--- config.mk ---
export PLATFORM = sky130hd
export DESIGN_NAME = ps2_scancode_decoder
export DESIGN_NICKNAME = d
export VERILOG_FILES = /design/src/rtl/ps2_scancode_decoder.sv
export SDC_FILE = /design/constraint.sdc
export NUM_CORES = 1
export LEC_CHECK = 0
export ABC_CLOCK_PERIOD_IN_PS = 6630
export CORE_ASPECT_RATIO = 0.75
export CORE_MARGIN = 4
export CORE_UTILIZATION = 55
export DETAILED_ROUTE_END_ITERATION = 8
export GPL_TIMING_DRIVEN = 0
export PLACE_DENSITY = 0.88
export SLEW_MARGIN = 20
export SYNTH_ARGS = -nofsm -noshare
export SYNTH_HDL_FRONTEND = slang
export SYNTH_SLANG_ARGS = --single-unit
--- constraint.sdc ---
create_clock -name i_clk -period 6.63 [get_ports i_clk]
set_input_delay 0.663 -clock i_clk [delete_from_list [all_inputs] [get_ports i_clk]]
set_output_delay 0.663 -clock i_clk [all_outputs]
set_load 0.02 [all_outputs]
--- src/rtl/ps2_scancode_decoder.sv ---
// PS/2 Set-2 scan-code decoder: folds E0/F0/E1 prefix sequences into {ext, brk, code}
// key events, queues them in a 4-deep FWFT FIFO and tracks held extended arrow keys.
module ps2_scancode_decoder #(
  parameter logic [15:0] TIMEOUT = 16'd50000
) (
  input  logic       i_clk,
  input  logic       i_rst_n,
  input  logic       i_code_valid,
  input  logic [7:0] i_code,
  input  logic       i_code_err,
  input  logic       i_evt_rd,
  output logic       o_evt_empty,
  output logic [9:0] o_evt_data,
  output logic [3:0] o_arrows,
  output logic       o_bat_ok,
  output logic       o_kb_err,
  output logic       o_frame_err,
  output logic       o_overflow
);

  localparam logic [2:0] S_IDLE    = 3'd0;
  localparam logic [2:0] S_EXT     = 3'd1;
  localparam logic [2:0] S_BRK     = 3'd2;
  localparam logic [2:0] S_EXT_BRK = 3'd3;
  localparam logic [2:0] S_PAUSE   = 3'd4;

  logic [2:0]  r_state;
  logic [15:0] r_tmo;
  logic [2:0]  r_skip;
  logic [9:0]  r_mem [4];
  logic [1:0]  r_wr_ptr;
  logic [1:0]  r_rd_ptr;
  logic [2:0]  r_count;
  logic [3:0]  r_arrows;
  logic        r_bat_ok;
  logic        r_kb_err;
  logic        r_frame_err;
  logic        r_overflow;

  logic [2:0]  w_next_state;
  logic [2:0]  w_next_skip;
  logic        w_push;
  logic [9:0]  w_push_data;
  logic        w_bat;
  logic        w_kberr;
  logic        w_fake_shift;
  logic        w_pop;
  logic        w_full;
  logic        w_push_ok;

  assign w_fake_shift = (i_code == 8'h12) || (i_code == 8'h59);

  always_comb begin
    w_next_state = r_state;
    w_next_skip  = r_skip;
    w_push       = 1'b0;
    w_push_data  = {2'b00, i_code};
    w_bat        = 1'b0;
    w_kberr      = 1'b0;
    if (i_code_valid && i_code_err) begin
      w_next_state = S_IDLE;
    end else if (i_code_valid) begin
      case (r_state)
        S_IDLE: begin
          if (i_code == 8'hE0)      w_next_state = S_EXT;
          else if (i_code == 8'hF0) w_next_state = S_BRK;
          else if (i_code == 8'hE1) begin
            w_next_state = S_PAUSE;
            w_next_skip  = 3'd7;
          end
          else if (i_code == 8'hAA) w_bat   = 1'b1;
          else if (i_code == 8'hFC) w_kberr = 1'b1;
          else                      w_push  = 1'b1;
        end
        S_EXT: begin
          if (i_code == 8'hF0)      w_next_state = S_EXT_BRK;
          else if (i_code == 8'hE0) w_next_state = S_EXT;
          else if (w_fake_shift)    w_next_state = S_IDLE;
          else begin
            w_push       = 1'b1;
            w_push_data  = {2'b10, i_code};
            w_next_state = S_IDLE;
          end
        end
        S_BRK: begin
          if (i_code == 8'hF0)      w_next_state = S_BRK;
          else if (i_code == 8'hE0) w_next_state = S_EXT_BRK;
          else begin
            w_push       = 1'b1;
            w_push_data  = {2'b01, i_code};
            w_next_state = S_IDLE;
          end
        end
        S_EXT_BRK: begin
          if (w_fake_shift) w_next_state = S_IDLE;
          else if ((i_code == 8'hE0) || (i_code == 8'hF0)) w_next_state = S_EXT_BRK;
          else begin
            w_push       = 1'b1;
            w_push_data  = {2'b11, i_code};
            w_next_state = S_IDLE;
          end
        end
        S_PAUSE: begin
          // The 7 bytes after E1 carry no information; the whole sequence is one key.
          w_next_skip = r_skip - 3'd1;
          if (r_skip <= 3'd1) begin
            w_next_skip  = 3'd0;
            w_push       = 1'b1;
            w_push_data  = {2'b10, 8'h77};
            w_next_state = S_IDLE;
          end
        end
        default: w_next_state = S_IDLE;
      endcase
    end else if ((r_state != S_IDLE) && (r_tmo == TIMEOUT - 16'd1)) begin
      w_next_state = S_IDLE;
    end
  end

  assign w_pop     = i_evt_rd && (r_count != 3'd0);
  assign w_full    = (r_count == 3'd4);
  assign w_push_ok = w_push && (!w_full || w_pop);

  always_ff @(posedge i_clk) begin
    if (!i_rst_n) begin
      r_state     <= S_IDLE;
      r_tmo       <= 16'd0;
      r_skip      <= 3'd0;
      r_wr_ptr    <= 2'd0;
      r_rd_ptr    <= 2'd0;
      r_count     <= 3'd0;
      r_arrows    <= 4'd0;
      r_bat_ok    <= 1'b0;
      r_kb_err    <= 1'b0;
      r_frame_err <= 1'b0;
      r_overflow  <= 1'b0;
    end else begin
      r_state     <= w_next_state;
      r_skip      <= w_next_skip;
      r_tmo       <= (i_code_valid || (w_next_state == S_IDLE)) ? 16'd0 : r_tmo + 16'd1;
      r_bat_ok    <= w_bat;
      r_kb_err    <= w_kberr;
      r_frame_err <= i_code_valid && i_code_err;
      if (w_push_ok) r_wr_ptr <= r_wr_ptr + 2'd1;
      if (w_pop)     r_rd_ptr <= r_rd_ptr + 2'd1;
      if (w_push_ok && !w_pop)      r_count <= r_count + 3'd1;
      else if (!w_push_ok && w_pop) r_count <= r_count - 3'd1;
      if (w_push && !w_push_ok) r_overflow <= 1'b1;
      // Arrow state follows the key even when its event could not be queued.
      if (w_push && w_push_data[9]) begin
        case (w_push_data[7:0])
          8'h75:   r_arrows[3] <= !w_push_data[8];
          8'h72:   r_arrows[2] <= !w_push_data[8];
          8'h6B:   r_arrows[1] <= !w_push_data[8];
          8'h74:   r_arrows[0] <= !w_push_data[8];
          default: ;
        endcase
      end
    end
  end

  always_ff @(posedge i_clk) begin
    if (w_push_ok) r_mem[r_wr_ptr] <= w_push_data;
  end

  assign o_evt_empty = (r_count == 3'd0);
  assign o_evt_data  = o_evt_empty ? 10'h000 : r_mem[r_rd_ptr];
  assign o_arrows    = r_arrows;
  assign o_bat_ok    = r_bat_ok;
  assign o_kb_err    = r_kb_err;
  assign o_frame_err = r_frame_err;
  assign o_overflow  = r_overflow;

endmodule

Word-level counts from Yosys, hierarchy flattened
Memories as Yosys holds them, arrays and structs flattened. A register that Yosys moved wholly into a read port is not among the register bits.
Cells that the tools add are included.
W data, S select, Z words.
{"block": "op_classes", "add_sub_neg": 6, "n_lt_le_gt_ge": 1, "eq_ne": 20, "mux": 55, "bitwise": 4, "reduce_logical": 31}
{"operator": "$mux W10", "n": 9}
{"operator": "$eq A8 B7 Y1 const B", "n": 5}
{"operator": "$eq A8 B8 Y1 const B", "n": 5}
{"operator": "$pmux W10 S4", "n": 1}
{"operator": "$mux W3", "n": 13}
{"operator": "$mux W1", "n": 20}
{"operator": "$mux W9", "n": 2}
{"operator": "$add A16 B1 Y16 const B", "n": 1}
{"operator": "$eq A16 B16 Y1 const B", "n": 1}
{"operator": "$pmux W3 S5", "n": 1}
{"operator": "$mux W2", "n": 7}
{"operator": "$logic_not A3 Y1", "n": 3}
{"operator": "$eq A8 B5 Y1 const B", "n": 1}
{"operator": "$logic_and A1 B1 Y1", "n": 8}
{"operator": "$reduce_and A2 Y1", "n": 4}
{"operator": "$reduce_or A8 Y1", "n": 1}
{"operator": "$reduce_or A7 Y1", "n": 1}
{"operator": "$eq A3 B2 Y1 const B", "n": 2}
{"operator": "$eq A3 B3 Y1 const B", "n": 2}
{"operator": "$ne A2 B2 Y1 const B", "n": 3}
{"operator": "$pmux W3 S2", "n": 1}
{"operator": "$reduce_and A6 Y1", "n": 1}
{"operator": "$reduce_bool A3 Y1", "n": 2}
{"operator": "$sub A3 B1 Y3 const B", "n": 2}
{"operator": "other kinds (10)", "n": 21}
{"block": "word_totals", "register_bits": 37, "ramBits": 40, "in_bits": 13, "out_inout_bits": 19, "word_cells": 132, "n_memories": 1}
{"memory": "r_mem", "depth": 4, "width": 10, "read_ports": 1, "rd_clocked_by_memory_dff": 1, "write_ports": 1, "line_no": "30", "source": "logic [9:0] r_mem [4];"}

Logic depth before layout (Yosys ltp)
Gate-level depths: netlist (run 1).
{"block": "depth", "ltp_word": 14, "depth_mapped": 11, "mapped_depth_nobuf": 10}

Worst setup path after synthesis (run 1)
OpenSTA, ideal clock, no wires.
{"block": "synth_timing", "path_type": "in2reg", "startpoint": "input i_code[1]", "endpoint": "register r_count[2]", "setup_ps": 76, "t_arrival_ps": 2897, "required_ps": 6554, "setup_slack_ps": 3658, "stages": 11, "path_buffers": 1, "path_cell_list": "buf_2 -> and4b_1 -> o211ai_1 -> nand3b_1 -> a211oi_4 -> ha_1 -> inv_1 -> fa_1 -> xor2_1 -> or3_1 -> a21boi_0"}
{"block": "synth_between", "elab_chain_cells": 13, "word_cells_on_any_way": 30, "cone_classes": "eq/ne: 7; mux: 16; reduce/logical: 7"}
{"element": "from (decl)", "line_no": "9", "source": "input logic [7:0] i_code,"}
{"element": "$eq A8 B8 Y1", "line_no": "72", "source": "else if (i_code == 8'hFC) w_kberr = 1'b1;"}
{"element": "$mux W1", "line_no": "72"}
{"element": "$mux W1", "line_no": "71", "source": "else if (i_code == 8'hAA) w_bat = 1'b1;"}
{"element": "$mux W1", "line_no": "67", "source": "else if (i_code == 8'hE1) begin"}
{"element": "$mux W1", "line_no": "66", "source": "else if (i_code == 8'hF0) w_next_state = S_BRK;"}
{"element": "$mux W1", "line_no": "65", "source": "if (i_code == 8'hE0) w_next_state = S_EXT;"}
{"element": "$pmux W1 S5 *", "line_no": "63", "source": "case (r_state)"}
{"element": "$mux W1 *", "line_no": "62", "source": "end else if (i_code_valid) begin"}
{"element": "$mux W1 *", "line_no": "60", "source": "if (i_code_valid && i_code_err) begin"}
{"element": "$logic_and A1 B1 Y1 *", "line_no": "122", "source": "assign w_push_ok = w_push && (!w_full || w_pop);"}
{"element": "named net w_push_ok", "line_no": "49", "source": "logic w_push_ok;"}
{"element": "$logic_not A1 Y1", "line_no": "147", "source": "else if (!w_push_ok && w_pop) r_count <= r_count - 3'd1;"}
{"element": "$logic_and A1 B1 Y1", "line_no": "147"}
{"element": "$reduce_bool A2 Y1 (no source line)"}
{"element": "to (signal assigned)", "line_no": "146", "source": "if (w_push_ok && !w_pop) r_count <= r_count + 3'd1;"}
{"element": "to (signal assigned)", "line_no": "147"}
{"element": "to (decl)", "line_no": "33", "source": "logic [2:0] r_count;"}
Mark *: on every way through the listed nets, which the timed path passes. The rest lies on a longest branch.
A chain may end at the register's enable or synchronous reset.

Worst setup path after layout (run 1)
Same ends and word-level chain as after synthesis.

==> results.txt, run 1 <==
The number of buffers and inverters on the critical path is 3. Counting every net in the synthesized netlist gives 349. The kind of cell with the highest combined delay along the critical path is compound AO/OA/AOI/OAI gates. The fraction of registers with async set/reset is 0%. After detailed routing, the number of remaining DRC violations is 0. The final total negative setup slack is 0 ns.

The multiplexer share of the synthesized area is 6.50%. The number of placement rows came out at 26. Once the floorplan was initialized, standard cells occupied 57.2% of the core. The instance count of the mapped netlist came out at 328. The overall die height is 81.2 um. The area enclosed by the die boundary is 8570 um2. The largest fanout on the critical path is 10.

The average cell area after synthesis came out at 12.0 um2. Setup repair after global routing left no endpoint under its margin. The number of warnings reported in the yosys synthesis log came out at 0.

The library cells used most frequently in the layout, excluding fill and tap cells, are edfxtp_1, dfxtp_1, clkdlybuf4s50_1. The first-pass GRT wire length came out at 13,400 um. At the worst endpoint, the arrival time is 3.83 ns.

After synthesis the cells add up to 3930 um2. The fraction of synthesized cell area in xor and xnor cells came out at 3.79%. The all-layer global routing usage is 19.9%.

Across the VDD grid, the largest voltage drop is 143 uV. The worst clock skew is 0.00947 ns. The max-capacitance violation count came out at 0. The number of storage elements in the synthesis netlist is 79. For this block, the routed nets add up to 7740 um of wire. The startpoint class of the critical path is an input pin. The number of synthesized flops with an enable pin came out at 40. Buffers inserted during clock tree synthesis total 9. Clock-pin slew was measured on the worst setup and hold paths at 0.09 ns. In this run the static leakage power is 1.49 nW. The CTS sink count is 79. The maximum clock frequency is 0.282 GHz. The count of unique library cells instantiated by Yosys is 67. The number of pins exceeding their max-slew limit in the final report is 0. Traced cell by cell, the critical path runs through clkdlybuf4s50_1, buf_2, and4b_1, o211ai_1, nand3b_1, a211oi_4, ha_1, inv_1, fa_1, xor2_1, or3_1, a21boi_0. The total count of hold-check failures in the final report came to 0.

Post-CTS repair changed the size of 0 cells. The number of iterations in the first detailed-routing pass came out at 5. The most common flop cell mapped by yosys is edfxtp_1. The number of vias after detailed routing came out at 2,721. For the worst-skew pair, the clock arrives at the later sink with an insertion delay of 0.35 ns.

The total grt overflow came out at 0. Setup violations remaining at the end of the flow were counted as 0. TritonCTS built the clock tree. The placeable core area is 6860 um2. The maximum number of pins on one net before global-route repair is 16. The global placer's final weighted congestion came out at 0.876. For the worst setup path, the data required time is 6.91 ns. Once the clock tree was built, the setup fixing pass inserted 0 buffers. Dividing total power by cell area gives a power density of 267 nW/um2.

The number of global-route vias before repair is 2,676. The share of layout cells above drive strength 1 came out at 14.7%. The worst relative slew slack is 50.0%. After the last flow step, the layout net total stands at 389. In this run the remaining antenna-violating nets after routing total 0.

The count of inserted antenna diode cells came out at 0. The share of synthesized cell area in full adder, half adder and majority cells came out at 2.74%. In this run, the number of DRC markers left after iteration 0 of detailed routing was 224. The post-route fraction of the period consumed by the critical path is 53.6%. The setup path with the least slack is of type input pin to flip-flop. The number of top-level pins came out at 32. The maximum cell stage delay along the critical path is 0.50 ns. The simple-gate portion of the synthesized area is 20.6%. The library cell used most frequently in the layout, excluding fill and tap cells, is edfxtp_1. During placement, the flow inserted port buffers numbering 29. The HPWL after detailed placement is 5600 um. The synthesis-to-layout area growth is 15.7%. The number of antenna violations at the first check in global routing came out at 0.

Total power for the finished layout comes to 1.21 mW. The maximum buffer depth of the clock tree came out at 2. After synthesis, the largest family of logic cells by area is simple AND/OR/NAND/NOR gates.

The via density per instance came out at 5.78. The flow ran to the end, and the final reports show no timing, DRC or antenna violations. The number of hold-repair buffers added at the cts stage came out at 0. The slew of the pin with the lowest slew margin is 0.739 ns. The worst hold-check path type is flip-flop to flip-flop. The routed length per placed instance came out at 16.4 um. The time the worst path needs with I/O delays and setup came out at 3.55 ns. The root buffer cell is clkbuf_8. The compound-gate portion of the synthesized area is 12.7%.

The largest individual stage delay along the critical path comes from the cell clkdlybuf4s50_1. STA classifies the critical path endpoint as a flip-flop. The H-tree depth is 3. Of the synthesized area, sequential elements account for 50.5%.

The chip width is 106 um.
-- cell families after synthesis --
logic type | after synthesis
simple gates | 127
fa+ha+maj | 8
buf+inv | 27
xor+xnor | 17
mux | 13
compound gates | 57
flops | 79
-- synthesized netlist by cell type, types with 9 or more instances --
library cell,n,share of area [%]
xnor2_1,13,2.9
nor2b_1,13,2.1
inv_1,11,1.1
nor2_1,13,1.2
nand2_1,14,1.3
a211oi_1,11,2.1
mux4_2,10,5.7
and2_1,9,1.4
nand3_1,12,1.5
nand2b_1,10,1.6
edfxtp_1,40,31
dfxtp_1,39,20
-- layer usage --
layer  share of wire [%]  wire length (um)  vias to the layer above  GRT usage [%]
li1                    -                 -                     1323              -
met1                  47              3650                     1320           26.0
met2                  48              3680                       72           33.4
met3                 4.5               351                        6           4.69
met4                0.74                57                        0           6.08
met5                   0                 0                        -              0
-- per-stage QoR --
stage	worst slack, ns	std cells	util, %	area [um2]	hold slack [ns]
after floorplan	3.66	328	-	3930	0.449
after global placement	2.91	455	63.2	4340	0.463
after detailed placement	2.75	455	63.2	4340	0.475
after CTS	3.11	471	66.2	4540	0.496
after global routing	2.93	471	66.2	4540	0.511
final	3.08	471	66.2	4540	0.490
-- area by class of cell --
class                      instances  area [um2]
clock buffer                       9         124
inverter                          11        41.3
timing repair buffer              29         290
clock inverter                     7        78.8
sequential                        79        1980
multi-input combinational        222        1820
tap                               98         123
buffer                            16        85.1
fill                             509        2320
-- state kept, by name (all words and copies together), names as in the netlist, named ones only --
register     count
r_mem           40
r_tmo           16
o_arrows         4
r_count          3
r_skip           3
r_state          3
r_rd_ptr         2
r_wr_ptr         2
o_bat_ok         1
o_frame_err      1
o_kb_err         1
o_overflow       1
-- power breakdown --
| part | switching, mW | internal, mW | total (mW) |
|---|---|---|---|
| combinational | 0.151 | 0.146 | 0.297 |
| sequential | 0.0135 | 0.534 | 0.547 |
| clock | 0.189 | 0.179 | 0.368 |
| total | 0.353 | 0.858 | 1.21 |
-- path summary, 6_finish.rpt --
path / from / depth (start not counted) / slack (ns) / end
hold reg to reg: o_overflow$_SDFFE_PN0P_ / 1 / 0.49 / o_overflow$_SDFFE_PN0P_
setup / recovery: i_code[1] / 12 / 3.08 / r_count[2]$_SDFFE_PN0P_
hold / removal: o_overflow$_SDFFE_PN0P_ / 1 / 0.49 / o_overflow$_SDFFE_PN0P_
setup reg to reg: r_state[0]$_SDFF_PN0_ / 11 / 3.50 / r_count[2]$_SDFFE_PN0P_
No activity file was read; power rests on OpenSTA's default activity.
==> inputs of run 2 (changes only) <==
--- a/config.mk
+++ b/config.mk
@@ -5,13 +5,13 @@
 export SDC_FILE = /design/constraint.sdc
 export NUM_CORES = 1
 export LEC_CHECK = 0
-export ABC_CLOCK_PERIOD_IN_PS = 6630
+export ABC_CLOCK_PERIOD_IN_PS = 3100
 export CORE_ASPECT_RATIO = 0.75
 export CORE_MARGIN = 4
-export CORE_UTILIZATION = 55
+export CORE_UTILIZATION = 52
 export DETAILED_ROUTE_END_ITERATION = 8
 export GPL_TIMING_DRIVEN = 0
-export PLACE_DENSITY = 0.88
+export PLACE_DENSITY = 0.87
 export SLEW_MARGIN = 20
 export SYNTH_ARGS = -nofsm -noshare
 export SYNTH_HDL_FRONTEND = slang
==> constraint.sdc (replaced) <==
create_clock -name i_clk -period 3.1 [get_ports i_clk]
set_input_delay 0.31 -clock i_clk [delete_from_list [all_inputs] [get_ports i_clk]]
set_output_delay 0.31 -clock i_clk [all_outputs]
set_load 0.02 [all_outputs]
==> run 2 against run 1 <==
Effect of this change:
- via count grew 0.11%
- clock skew shrank 0.0026 ns
- final cell count grew 1.1%
- critical path depth is the same
- final area grew 1.4%
- die area grew 5.3%
- worst hold slack lost 0.20 ns
- sequential power grew 110%
- clock power grew to 2.5 times the previous value
- first-iteration DRC count shrank 6.7%
- count of clock-buffer cells in the layout grew 1
- critical endpoint unchanged
- highest routed layer unchanged
==> results.txt, run 2 (synthesis results as in run 1) <==
The worst relative slew slack is 52.9%. In the routed layout, each cell is associated on average with a via count of 5.72. The capturing element type of the critical path is a flip-flop. The number of global-route vias before repair came to 2,635. The register with the most flip-flops in the layout has 40 of them. In this run the static leakage power is 1.52 nW. The TritonCTS buffer count came out at 9. The quantity of I/O buffers inserted on ports is 29.

Setup violations remaining at the end of the flow were counted as 0. The total power consumption of the routed design is 2.74 mW. The total non-filler cell area in the finished layout is 4600 um2. The global placer's final weighted congestion came out at 0.871. The total count of hold-check failures in the final report was 0. The maximum clock frequency is 0.344 GHz. STA puts the critical path data arrival time at 3.19 ns. TritonCTS built the clock tree. The number of hold-repair buffers added at the cts stage is 0. Clock latency on the worst-skew pair, taken at its later pin, is 0.35 ns.

The all-layer global routing usage is 18.7%. The post-place setup slack is -0.325 ns. At the pin with the least slew margin, the transition time is 0.697 ns. The placeable core area came out at 7330 um2. The maximum buffer depth of the clock tree is 2. The number of remaining DRC errors came out at 0. The number of antenna violations at the first check in global routing is 0. The clock net in this run drives a total of 79 sinks. The final worst-path setup slack is 0.189 ns.

The post-place instance area is 4340 um2. The starting density of the core came out at 53.6%. The routed length per placed instance came out at 16.5 um.

The flow ran to the end, and the final reports show no timing, DRC or antenna violations. The final core area utilization came out at 62.8%. The area of the multi-input gates came out at 1820 um2.

The area growth from synthesis to layout is 17.3%. The startpoint class of the critical path is an input pin. The register containing the most flip-flops in the final layout is r_mem.

The worst hold-check path type is input pin to flip-flop. Fill cells in the final layout number 577. The final total negative setup slack came out at 0 ns.

The number of antenna diodes in the final layout is 0. The worst-case register-to-register setup slack came out at 0.19 ns. The number of vias after detailed routing came out at 2,724. The number of placement rows came out at 27. The filler-free cell count of the finished design is 476.

The largest fanout on the critical path is 10. The maximum number of pins on one net before global-route repair is 15. In the layout the commonest cells are edfxtp_1, dfxtp_1, clkdlybuf4s50_1. The time the worst path needs with I/O delays and setup came out at 2.91 ns. Summed over all layers, the global routing overflow is 0.

The share of layout cells above drive strength 1 came out at 15.2%. From left edge to right edge, the die measures 108 um. The clock tree synthesis step divided the H-tree into 3 levels. The post-route fraction of the period consumed by the critical path came out at 93.9%. The clock transition at the registers of the reported paths is 0.08 ns. The root buffer cell is clkbuf_8. The storage element area is 1980 um2.

Across all hold checks on the routed design, the worst slack comes to 0.293 ns. The floorplan step defined a die boundary enclosing 9020 um2. The first-pass GRT wire length is 13,200 um. The post-detailed-route count of antenna-violating nets came out at 0. Counting tap cells, the placed design contains a total of 458 instances. Setup repair after global routing left no endpoint under its margin.

Leaving out fill and tap cells, the most frequent cell in the layout is edfxtp_1. The post-detailed-placement half-perimeter wirelength is 5670 um. The critical path in this run is classified as input pin to flip-flop. The total routed wirelength is 7840 um. The number of pins exceeding their max-slew limit in the final report came out at 0.

The overall die height came out at 83.3 um. The number of iterations in the first detailed-routing pass came out at 6. The highest ir drop seen on vdd came out at 321 uV. The initial detailed-routing violation count is 209. In this run the count of I/O pins placed on the die edge is 32. The power density of the placed cells came out at 594 nW/um2. The data required time of the critical path came out at 3.38 ns. The tool flagged a number of max-cap violations equal to 0. In the final design database the tool counted 391 nets. The worst clock skew is 0.00687 ns.
[run 2: worst max-delay path, cell delays in order]
cell and delay [ns]:
clkdlybuf4s50_1 0.49, clkbuf_4 0.20, and4b_1 0.22, o211ai_1 0.20, nand3b_1 0.18, a211oi_4 0.30
ha_1 0.23, inv_1 0.06, fa_1 0.37, xor2_1 0.15, or3_1 0.30, a21boi_0 0.17
[run 2: path summary, 6_finish.rpt]
check                                from                 endpoint  depth (start not counted)
setup / recovery                i_code[1]  r_count[2]$_SDFFE_PN0P_                         12
hold / removal                  i_code[5]      o_bat_ok$_SDFF_PP0_                          3
setup reg to reg    r_state[0]$_SDFF_PN0_  r_count[2]$_SDFFE_PN0P_                         11
hold reg to reg   o_overflow$_SDFFE_PN0P_  o_overflow$_SDFFE_PN0P_                          1
[run 2: timing repair]
action | CTS | global route
buffers inserted | 1 | 1
resized for setup | 0 | 1
endpoints found under the setup margin | 1 | 1
pin swaps | 1 | 1
[run 2: where the power goes]
part           leakage, nW  switching (mW)  internal [mW]
registers            0.679          0.0291           1.14
clock network        0.121           0.386          0.542
logic                0.720           0.324          0.313
total                 1.52           0.739           2.00
[run 2: layout make-up]
type	count	share of cell area (%)
clock inverters	6	2.53
well taps	101	2.74
plain buffers	16	1.90
flip-flops and latches	79	43.0
clock buffers	10	2.77
multi-input cells	222	39.5
inverters	11	0.897
repair buffers	31	6.63
[run 2: layer usage]
layer / GRT usage, % / up-vias / part of all wire [%]
met4: 3.78 / 0 / 0.68
met3: 5.13 / 6 / 5.2
met2: 30.1 / 66 / 50
met5: 0 / - / 0
met1: 25.4 / 1323 / 45
li1: - / 1329 / -
